## src/rtl/false_color_pkg.sv

```systemverilog
// false_color shared types and constants.
// Palette ids and the segment/offset split of the luminance byte.
package false_color_pkg;

    localparam int SEG_BITS = 2;
    localparam int OFF_BITS = 6;

    typedef enum logic [1:0] {
        MODE_GRAY  = 2'd0,
        MODE_HEAT  = 2'd1,
        MODE_JET   = 2'd2,
        MODE_SEPIA = 2'd3
    } mode_e;

endpackage

```

## src/rtl/false_color_if.sv

```systemverilog
// Pixel stream bundle: luminance in, RGB out.
// master drives in_valid/in_Y; slave drives out_valid/out_R/G/B.
interface false_color_if;

    logic       in_valid;
    logic [7:0] in_Y;
    logic       out_valid;
    logic [7:0] out_R;
    logic [7:0] out_G;
    logic [7:0] out_B;

    modport master (
        output in_valid, in_Y,
        input  out_valid, out_R, out_G, out_B
    );

    modport slave (
        input  in_valid, in_Y,
        output out_valid, out_R, out_G, out_B
    );

endinterface

```

## src/rtl/false_color_lut.sv

```systemverilog
// Combinational palette map (Y, mode) -> RGB.
// Ports: i_y luminance, i_mode palette, o_r/o_g/o_b colour.
module false_color_lut
    import false_color_pkg::*;
(
    input  logic [7:0] i_y,
    input  mode_e      i_mode,
    output logic [7:0] o_r,
    output logic [7:0] o_g,
    output logic [7:0] o_b
);

    logic [SEG_BITS-1:0] w_seg;
    logic [OFF_BITS-1:0] w_off;
    logic [7:0]          w_r4;
    logic [6:0]          w_r2;
    logic [8:0]          w_sep_sum;

    assign w_seg     = i_y[7:6];
    assign w_off     = i_y[5:0];
    assign w_r4      = {w_off, 2'b00};
    assign w_r2      = {w_off, 1'b0};
    // Y + Y/8 may exceed 255; carry bit selects saturation.
    assign w_sep_sum = {1'b0, i_y} + {4'b0, i_y[7:3]};

    always_comb begin
        o_r = i_y;
        o_g = i_y;
        o_b = i_y;
        unique case (i_mode)
            MODE_GRAY: ;
            MODE_HEAT: begin
                unique case (w_seg)
                    2'd0: begin
                        o_r = w_r4; o_g = 8'd0; o_b = 8'd0;
                    end
                    2'd1: begin
                        o_r = 8'd255; o_g = w_r4; o_b = 8'd0;
                    end
                    2'd2: begin
                        o_r = 8'd255; o_g = 8'd255;
                        o_b = {1'b0, w_r2};
                    end
                    default: begin
                        o_r = 8'd255; o_g = 8'd255;
                        o_b = {1'b1, w_r2};
                    end
                endcase
            end
            MODE_JET: begin
                unique case (w_seg)
                    2'd0: begin
                        o_r = 8'd0; o_g = w_r4; o_b = 8'd255;
                    end
                    2'd1: begin
                        o_r = 8'd0; o_g = 8'd255;
                        o_b = 8'd255 - w_r4;
                    end
                    2'd2: begin
                        o_r = w_r4; o_g = 8'd255; o_b = 8'd0;
                    end
                    default: begin
                        o_r = 8'd255; o_g = 8'd255 - w_r4;
                        o_b = 8'd0;
                    end
                endcase
            end
            default: begin
                o_r = w_sep_sum[8] ? 8'd255 : w_sep_sum[7:0];
                o_g = i_y;
                o_b = i_y - {2'b00, i_y[7:2]};
            end
        endcase
    end

endmodule

```

## src/rtl/false_color.sv

```systemverilog
// Two-stage gray -> false-colour expander with frame-latched config.
// Ports: clk, rst_n, enable/mode/frame_en config, px stream bundle.
module false_color
    import false_color_pkg::*;
#(
    parameter logic [1:0] RESET_MODE = 2'd0,
    parameter logic       RESET_EN   = 1'b0
) (
    input  logic         clk,
    input  logic         rst_n,
    input  logic         enable,
    input  logic [1:0]   mode,
    input  logic         frame_en,
    false_color_if.slave px
);

    logic       r_en_q;
    mode_e      r_mode_q;
    logic       r_v1;
    logic [7:0] r_y1;
    mode_e      r_m1;
    logic       r_v2;
    logic [7:0] r_r;
    logic [7:0] r_g;
    logic [7:0] r_b;
    logic [7:0] w_r;
    logic [7:0] w_g;
    logic [7:0] w_b;

    always_ff @(posedge clk or negedge rst_n) begin
        if (!rst_n) begin
            r_en_q   <= RESET_EN;
            r_mode_q <= mode_e'(RESET_MODE);
        end else if (frame_en) begin
            r_en_q   <= enable;
            r_mode_q <= mode_e'(mode);
        end
    end

    // Pixel is tagged with the config in force before this edge.
    always_ff @(posedge clk or negedge rst_n) begin
        if (!rst_n) begin
            r_v1 <= 1'b0;
            r_y1 <= 8'd0;
            r_m1 <= MODE_GRAY;
        end else begin
            r_v1 <= px.in_valid;
            if (px.in_valid) begin
                r_y1 <= px.in_Y;
                r_m1 <= r_en_q ? r_mode_q : MODE_GRAY;
            end
        end
    end

    false_color_lut u_lut (
        .i_y    (r_y1),
        .i_mode (r_m1),
        .o_r    (w_r),
        .o_g    (w_g),
        .o_b    (w_b)
    );

    always_ff @(posedge clk or negedge rst_n) begin
        if (!rst_n) begin
            r_v2 <= 1'b0;
            r_r  <= 8'd0;
            r_g  <= 8'd0;
            r_b  <= 8'd0;
        end else begin
            r_v2 <= r_v1;
            if (r_v1) begin
                r_r <= w_r;
                r_g <= w_g;
                r_b <= w_b;
            end
        end
    end

    assign px.out_valid = r_v2;
    assign px.out_R     = r_r;
    assign px.out_G     = r_g;
    assign px.out_B     = r_b;

endmodule

```

## src/flat_wrapper.sv

```systemverilog
// flat-port wrapper written by rule: the top's interface ports become plain ports
module false_color_flat import false_color_pkg::*;
#(
    parameter logic [1:0] RESET_MODE = 2'd0,
    parameter logic       RESET_EN   = 1'b0
)
  (clk, rst_n, enable, mode, frame_en, px_in_valid, px_in_Y, px_out_valid, px_out_R, px_out_G, px_out_B);
  false_color_if px_i ();
  input  logic clk;
  input  logic rst_n;
  input  logic enable;
  input  logic [1:0] mode;
  input  logic frame_en;
  input wire logic [$bits(px_i.in_valid)-1:0] px_in_valid;
  input wire logic [$bits(px_i.in_Y)-1:0] px_in_Y;
  output wire logic [$bits(px_i.out_valid)-1:0] px_out_valid;
  output wire logic [$bits(px_i.out_R)-1:0] px_out_R;
  output wire logic [$bits(px_i.out_G)-1:0] px_out_G;
  output wire logic [$bits(px_i.out_B)-1:0] px_out_B;
  assign px_i.in_valid = px_in_valid;
  assign px_i.in_Y = px_in_Y;
  assign px_out_valid = px_i.out_valid;
  assign px_out_R = px_i.out_R;
  assign px_out_G = px_i.out_G;
  assign px_out_B = px_i.out_B;
  false_color #(.RESET_MODE(RESET_MODE), .RESET_EN(RESET_EN)) u_core (.clk(clk), .rst_n(rst_n), .enable(enable), .mode(mode), .frame_en(frame_en), .px(px_i));
endmodule
```

## config.mk

```make
export PLATFORM = sky130hd
export DESIGN_NAME = false_color_flat
export DESIGN_NICKNAME = d
export VERILOG_FILES = /design/src/rtl/false_color_pkg.sv /design/src/rtl/false_color_if.sv /design/src/rtl/false_color_lut.sv /design/src/rtl/false_color.sv /design/src/flat_wrapper.sv
export SDC_FILE = /design/constraint.sdc
export NUM_CORES = 1
export LEC_CHECK = 0
export ABC_AREA = 1
export BUFFER_PORTS_ARGS = -buffer_cell sky130_fd_sc_hd__clkbuf_2
export CORE_MARGIN = 2
export CORE_UTILIZATION = 50
export DETAILED_ROUTE_END_ITERATION = 6
export GPL_ROUTABILITY_DRIVEN = 0
export PLACE_DENSITY = 0.8
export SETUP_SLACK_MARGIN = 0.5
export SYNTH_ARGS = -nofsm -noshare
export SYNTH_HDL_FRONTEND = slang
export SYNTH_SLANG_ARGS = --single-unit
export TNS_END_PERCENT = 5
```

## constraint.sdc

```tcl
create_clock -name clk -period 4.3 [get_ports clk]
set_input_delay 0.86 -clock clk [delete_from_list [all_inputs] [get_ports clk]]
set_output_delay 0.86 -clock clk [all_outputs]
set_load 0.01 [all_outputs]
```

==> impl_metrics.csv, run 1 <==
group,metric,value,unit
timing,fin_crit_sh,49.5,%
clocking,root_buffer,"clkbuf_8",
clocking,cts_buffer_depth,2,
power,peakVddDrop,0.224,mV
clocking,clkLatencyLatePin,0.30,ns
routing,postRouteAntennaNets,0,
cells_and_area,multiInputGateArea,1610,µm²
global_route,grt_pass1_vias,2701,
place,placedCellCount,490,
clocking,cts_sinks,39,
setup_path,timing.critical_path.mode_cell,"nand2_1",
routing,wire_per_inst,15.9,µm
clocking,holdBufCountCts,0,
synth,syn_inst,396,
clocking,clk_pin_slew,0.08,ns
synth,avgSynthCellArea,7.08,µm²
routing,drt-initial-drc-count,631,
routing,met1Wirelength,3.34,mm
clocking,cts_htree_levels,2,
floorplan,die-area,6220,µm²
routing,vias_per_cell,5.89,
setup_path,cp.arrival,2.32,ns
timing,rsz0062_at_grt,"false",
synth,syn_nets,432,
floorplan,num_rows,27,
synth,netlist_area,2800,µm²
cells_and_area,final_nets,461,
timing,hold_viol_final,0,
run_status,outcome,"finished clean",
routing,firstDrtPassIters,6,
global_route,grt_pass1_wl,13.1,mm
cells_and_area,final_cell_mix,"nand2_1 (118), clkbuf_2 (39), dfrtp_1 (39)",
timing,tightest_slew,0.991,ns
place,port_buffers,39,
global_route,grt_start_max_net_pins,40,
timing,slew_headroom,33.9,%
run,cap_viol_max_count,0,
routing,highest_layer,"met4",
clocking,cts_tree,"done",
timing,fmax,470,MHz
place,dpl.hpwl,5.68,mm
cells_and_area,fillers,560,
routing,met2_length,3.42,mm
global_route,antenna_found_initial,0,
cells_and_area,final_cells,498,
synth,yosys_warnings,0,
cells_and_area,drive_above_1_share,14.8,%
cells_and_area,seqCellArea,976,µm²
routing,wirelength,7.91,mm
setup_path,end_kind,"flip-flop",
timing,fin_skew,0.0114,ns
cells_and_area,areaGrowthSynthToFinish,10.4,%
setup_path,path_cells,"ha_1, fa_1, nand2_1, nand2_1, nand3_1, nand3_2, inv_2, nand3_1, nand2_1, nand2_1",
power,power.density,383,nW/µm²
global_route,grt_usage,26.6,%
cells_and_area,final_common_cell,"nand2_1",
setup_path,worst_path_largest_cell_delay,0.56,ns
floorplan,initial_core_util,51.2,%
cells_and_area,final_core_util,56.5,%
timing,maxSlewViolCount,0,
routing,drcViolationCount,0,
setup_path,worstPathRequired,4.49,ns
floorplan,num_io_pins,40,
synth,ys_ff_latch,39,
global_route,grt.overflow.total,0,
routing,wl_met3,863,µm
setup_path,path_max_fanout,11,
routing,via_count,2934,
power,power_leakage,1.58,nW
clocking,cts_setup_buffers,0,
floorplan,die_width,78.9,µm
synth,yosysUniqueCellTypes,30,
timing,min_period,2.13,ns
synth,synth-seq-area-share,34.8,%
min_path,hold_path.class,"flip-flop to flip-flop",
timing,setup-tns-final,0,ns
cells_and_area,antenna_cells,0,
floorplan,core-area,5470,µm²
floorplan,die_h,78.9,µm
place,dp_slack,2.26,ns
clocking,numCtsBuffers,5,
setup_path,startpoint_type,"flip-flop",
setup_path,slowest_stage,"dfrtp_1",
timing,fin_ws,2.17,ns
clocking,ctsResizeCount,0,
timing,setup_violations,0,
setup_path,crit_type,"flip-flop to flip-flop",
==> worst paths after layout <==
path | end | startpoint | slack [ns] | cells after the start
setup / recovery | u_core.px.out_R[7] | u_core.r_y1[3] | 2.17 | 10
max in group asynchronous | u_core.px.out_R[5] | rst_n | 2.98 | 1
hold / removal | u_core.px.out_G[2] | u_core.px.out_G[2] | 0.49 | 2
min in group asynchronous | u_core.px.out_valid | rst_n | 0.71 | 1
setup reg to reg | u_core.px.out_R[7] | u_core.r_y1[3] | 2.17 | 10
hold reg to reg | u_core.px.out_G[2] | u_core.px.out_G[2] | 0.49 | 2
==> routing by layer <==
metal	track usage [%]	up-vias
met5	0	-
met4	11.6	0
met3	6.93	45
met2	39.1	204
met1	37.2	1309
li1	-	1376
==> logic make-up (layout without fill, tap and decap cells) <==
group	after synthesis	count (layout)	share of synthesized area (%)
multiplexers	3	3	1.20
adder cells (fa/ha/maj)	21	21	9.91
AO/OA/AOI/OAI	90	90	17.5
flip-flops	39	39	34.8
buffers and inverters	53	83	7.67
AND/OR/NAND/NOR	184	184	27.0
XOR/XNOR	6	6	1.87
==> area by class of cell <==
cell class	count	area share (%)
Multi-Input combinational cell	304	52.1
Timing Repair Buffer	39	6.31
Tap cell	72	2.91
Sequential cell	39	31.5
Inverter	36	4.37
Clock inverter	2	0.404
Clock buffer	6	2.35
==> cells in the mapped netlist (all sizes together) <==
| cell type | number | area, µm² |
|---|---|---|
| mux2 | 3 | 33.8 |
| a31oi | 2 | 12.5 |
| xnor2 | 2 | 17.5 |
| clkinv | 1 | 3.75 |
| xor2 | 4 | 35.0 |
| ha | 19 | 238 |
| a22o | 2 | 17.5 |
| nand2 | 118 | 443 |
| o2111ai | 1 | 8.76 |
| nor3 | 1 | 5.00 |
| inv | 35 | 131 |
| dfrtp | 39 | 976 |
| nand4 | 2 | 12.5 |
| nand3b | 1 | 7.51 |
| a21oi | 34 | 174 |
| or2 | 2 | 12.5 |
| nand3 | 35 | 180 |
| nor2 | 25 | 96.4 |
| fa | 2 | 40.0 |
| o211ai | 8 | 60.1 |
| clkbuf | 9 | 33.8 |
| buf | 8 | 46.3 |
| o21ai | 43 | 219 |
==> worst max-delay path: cells and delay by family (launching register included) <==
family	cells	cell delay, ns
adders and majority gates	2	0.71
buffers and inverters	1	0.11
DFF	1	0.56
and+or+nand+nor	7	0.62
==> state kept, by name, indices dropped and copies added (netlist names) <==
signal,flops
u_core.r_y1,8
u_core.r_m1,2
u_core.px.out_B,8
u_core.px.out_valid,1
u_core.px.out_R,8
u_core.r_mode_q,2
u_core.px.out_G,8
u_core.r_en_q,1
u_core.r_v1,1
==> metrics by stage <==
stage,instance area [µm²],power [mW],hold slack [ns]
finish,3090,1.19,0.487
global route,3090,1.26,0.511
CTS,3090,1.18,0.490
detailed placement,3010,0.931,0.472
global placement,3010,0.921,0.462
floorplan,2800,0.783,0.433
==> power breakdown <==
group	internal [mW]	switching, mW
Clock	0.113	0.137
Sequential	0.427	0.0588
Combinational	0.166	0.282
Total	0.707	0.478
Power figures use the tool's default switching activity.
==> run 2: changes to the inputs <==
--- a/config.mk
+++ b/config.mk
@@ -11,7 +11,7 @@
 export CORE_UTILIZATION = 50
 export DETAILED_ROUTE_END_ITERATION = 6
 export GPL_ROUTABILITY_DRIVEN = 0
-export PLACE_DENSITY = 0.8
+export PLACE_DENSITY = 0.83
 export SETUP_SLACK_MARGIN = 0.5
 export SYNTH_ARGS = -nofsm -noshare
 export SYNTH_HDL_FRONTEND = slang
==> constraint.sdc (replaced) <==
create_clock -name clk -period 1.73 [get_ports clk]
set_input_delay 0.346 -clock clk [delete_from_list [all_inputs] [get_ports clk]]
set_output_delay 0.346 -clock clk [all_outputs]
set_load 0.01 [all_outputs]
==> impl_metrics.csv, run 2 (synthesis results as in run 1) <==
group,metric,value,unit
power,power_frac_clock,20.7,%
clocking,clk_pin_slew,0.10,ns
clocking,cts_htree_levels,2,
routing,vias_per_cell,5.93,
global_route,grt_usage,28.4,%
setup_path,cp.arrival,1.95,ns
power,swShare,40.7,%
floorplan,num_rows,27,
power,intPower,1.93,mW
routing,wire_per_inst,16.4,µm
global_route,antenna_found_initial,0,
routing,via_count,3213,
setup_path,end_kind,"flip-flop",
place,dpl_cell_area,3310,µm²
setup_path,timing.critical_path.mode_cell,"nand3_2",
cells_and_area,fin_area,3580,µm²
cells_and_area,areaGrowthSynthToFinish,27.5,%
min_path,hold_path.class,"input pin to asynchronous set/reset pin",
run_status,violations,"hold timing",
setup_path,worstPathRequired,1.96,ns
run_status,outcome,"finished with violations",
cells_and_area,antenna_cells,0,
setup_path,critPathTopFamily,"adder cells",
timing,setup_violations,0,
cells_and_area,final_nets,505,
place,dpl.hpwl,6.19,mm
cells_and_area,final_cells,542,
power,seq_power_share,36.2,%
global_route,grt_pass1_wl,13.7,mm
global_route,grt.overflow.total,0,
floorplan,die_h,78.9,µm
floorplan,num_io_pins,40,
power,power_leakage,1.80,nW
power,power.density,911,nW/µm²
global_route,grt_start_max_net_pins,28,
place,placedCellCount,527,
floorplan,core-area,5470,µm²
routing,drt-initial-drc-count,628,
cells_and_area,drive_above_1_share,29.4,%
floorplan,initial_core_util,51.2,%
clocking,cts_sinks,39,
timing,min_period,1.72,ns
setup_path,cp_num_buf_inv,2,
setup_path,crit_type,"flip-flop to flip-flop",
timing,fin_skew,0.0210,ns
setup_path,startpoint_type,"flip-flop",
cells_and_area,seqCellArea,982,µm²
clocking,cts_tree,"done",
floorplan,die_width,78.9,µm
clocking,numCtsBuffers,5,
power,power.total,3.26,mW
floorplan,die-area,6220,µm²
cells_and_area,final_common_cell,"nand2_1",
routing,wirelength,8.90,mm
setup_path,worst_path_largest_cell_delay,0.45,ns
global_route,grt_pass1_vias,2898,
cells_and_area,final_core_util,65.3,%
setup_path,path_max_fanout,3,
setup_path,path_cells,"inv_2, ha_4, clkinv_4, fa_2, nand3_2, nand3_2, xor2_1, o21ai_1, nand2_1",
timing,fin_crit_sh,99.4,%
routing,firstDrtPassIters,6,
cells_and_area,final_cell_mix,"nand2_1 (114), buf_4 (42), clkbuf_2 (39)",
power,combPwrFrac,43.1,%
routing,postRouteAntennaNets,0,
timing,slew_headroom,64.6,%
cells_and_area,multiInputGateArea,1730,µm²
place,port_buffers,39,
clocking,cts_buffer_depth,2,
power,peakVddDrop,0.462,mV
timing,tightest_slew,0.530,ns
power,p_sw,1.33,mW
run,cap_viol_max_count,0,
clocking,root_buffer,"clkbuf_8",
clocking,clkLatencyLatePin,0.33,ns
timing,hold_viol_final,12,
timing,fin_hold_ws,-0.0222,ns
timing,fmax,581,MHz
cells_and_area,fillers,460,
timing,rsz0062_at_grt,"true",
timing,maxSlewViolCount,0,
setup_path,slowest_stage,"dfrtp_2",
routing,drcViolationCount,0,
[run 2: cell count changes in the layout (fill, tap and decap cells not counted), moves of 3 or more]
cell and delta:
buf_4 +42, dfrtp_1 -5, dfrtp_2 +5, ha_1 -5
ha_4 +3, inv_1 -4, nand2_1 -4, nand2_2 +4
nand3_1 -5, nand3_2 +4
[run 2: path summary, 6_finish.rpt]
check	start	end	slack, ns	cells past startpoint
worst min-delay path	rst_n	u_core.px.out_R[4]	-0.02	1
worst max-delay path	u_core.r_y1[0]	u_core.px.out_B[4]	0.01	9
worst min register to register	u_core.px.out_R[5]	u_core.px.out_R[5]	0.48	2
worst max register to register	u_core.r_y1[0]	u_core.px.out_B[4]	0.01	9
min in group clk	px_in_Y[6]	u_core.r_y1[6]	0.23	3
max in group asynchronous	rst_n	u_core.px.out_G[0]	1.15	2
[run 2: routing by layer]
| metal | global-route usage (%) | routed length, µm |
|---|---|---|
| met1 | 38.7 | 3520 |
| met3 | 5.00 | 1000 |
| met5 | 0 | 0 |
| met4 | 12.1 | 391 |
| met2 | 44.6 | 3990 |
[run 2: timing repair]
action                                  in CTS  in global routing
buffers inserted                             4                  3
hold buffers                                 0                  0
endpoints found under the setup margin      24                 26
gates resized for setup                     13                 18
pin swaps                                    7                  5
[run 2: layout make-up]
class                           instances  area share [%]
Clock buffer                            5            1.92
Clock inverter                          3           0.665
Inverter                               36            4.09
Multi-Input combinational cell        304            48.4
Sequential cell                        39            27.5
Tap cell                               72            2.52
Timing Repair Buffer                   83            14.9
[run 2: worst reg2reg max path, delay by kind of cell, from the launching register on]
family	cells	cell delay, ns
fa+ha+maj	2	0.53
flops	1	0.45
compound gates	1	0.14
simple gates	3	0.23
buf+inv	2	0.14
xor+xnor	1	0.14
[run 2: power groups by stage]
| stage | Clock, mW | Combinational (mW) | Sequential [mW] |
|---|---|---|---|
| after floorplan | 0 | 0.717 | 1.24 |
| after global placement | 0 | 1.24 | 1.18 |
| after detailed placement | 0 | 1.26 | 1.19 |
| after CTS | 0.670 | 1.31 | 1.17 |
| after global routing | 0.718 | 1.53 | 1.20 |
| final | 0.674 | 1.40 | 1.18 |
[run 2: through the flow]
step / setup slack, ns / TNS (ns)
2_1_floorplan: 0.0748 / 0
3_3_place_gp: 0.0604 / 0
3_5_place_dp: 0.00333 / 0
4_1_cts: 0.0391 / 0
5_1_grt: -0.0698 / -0.400
6_report: 0.00982 / 0
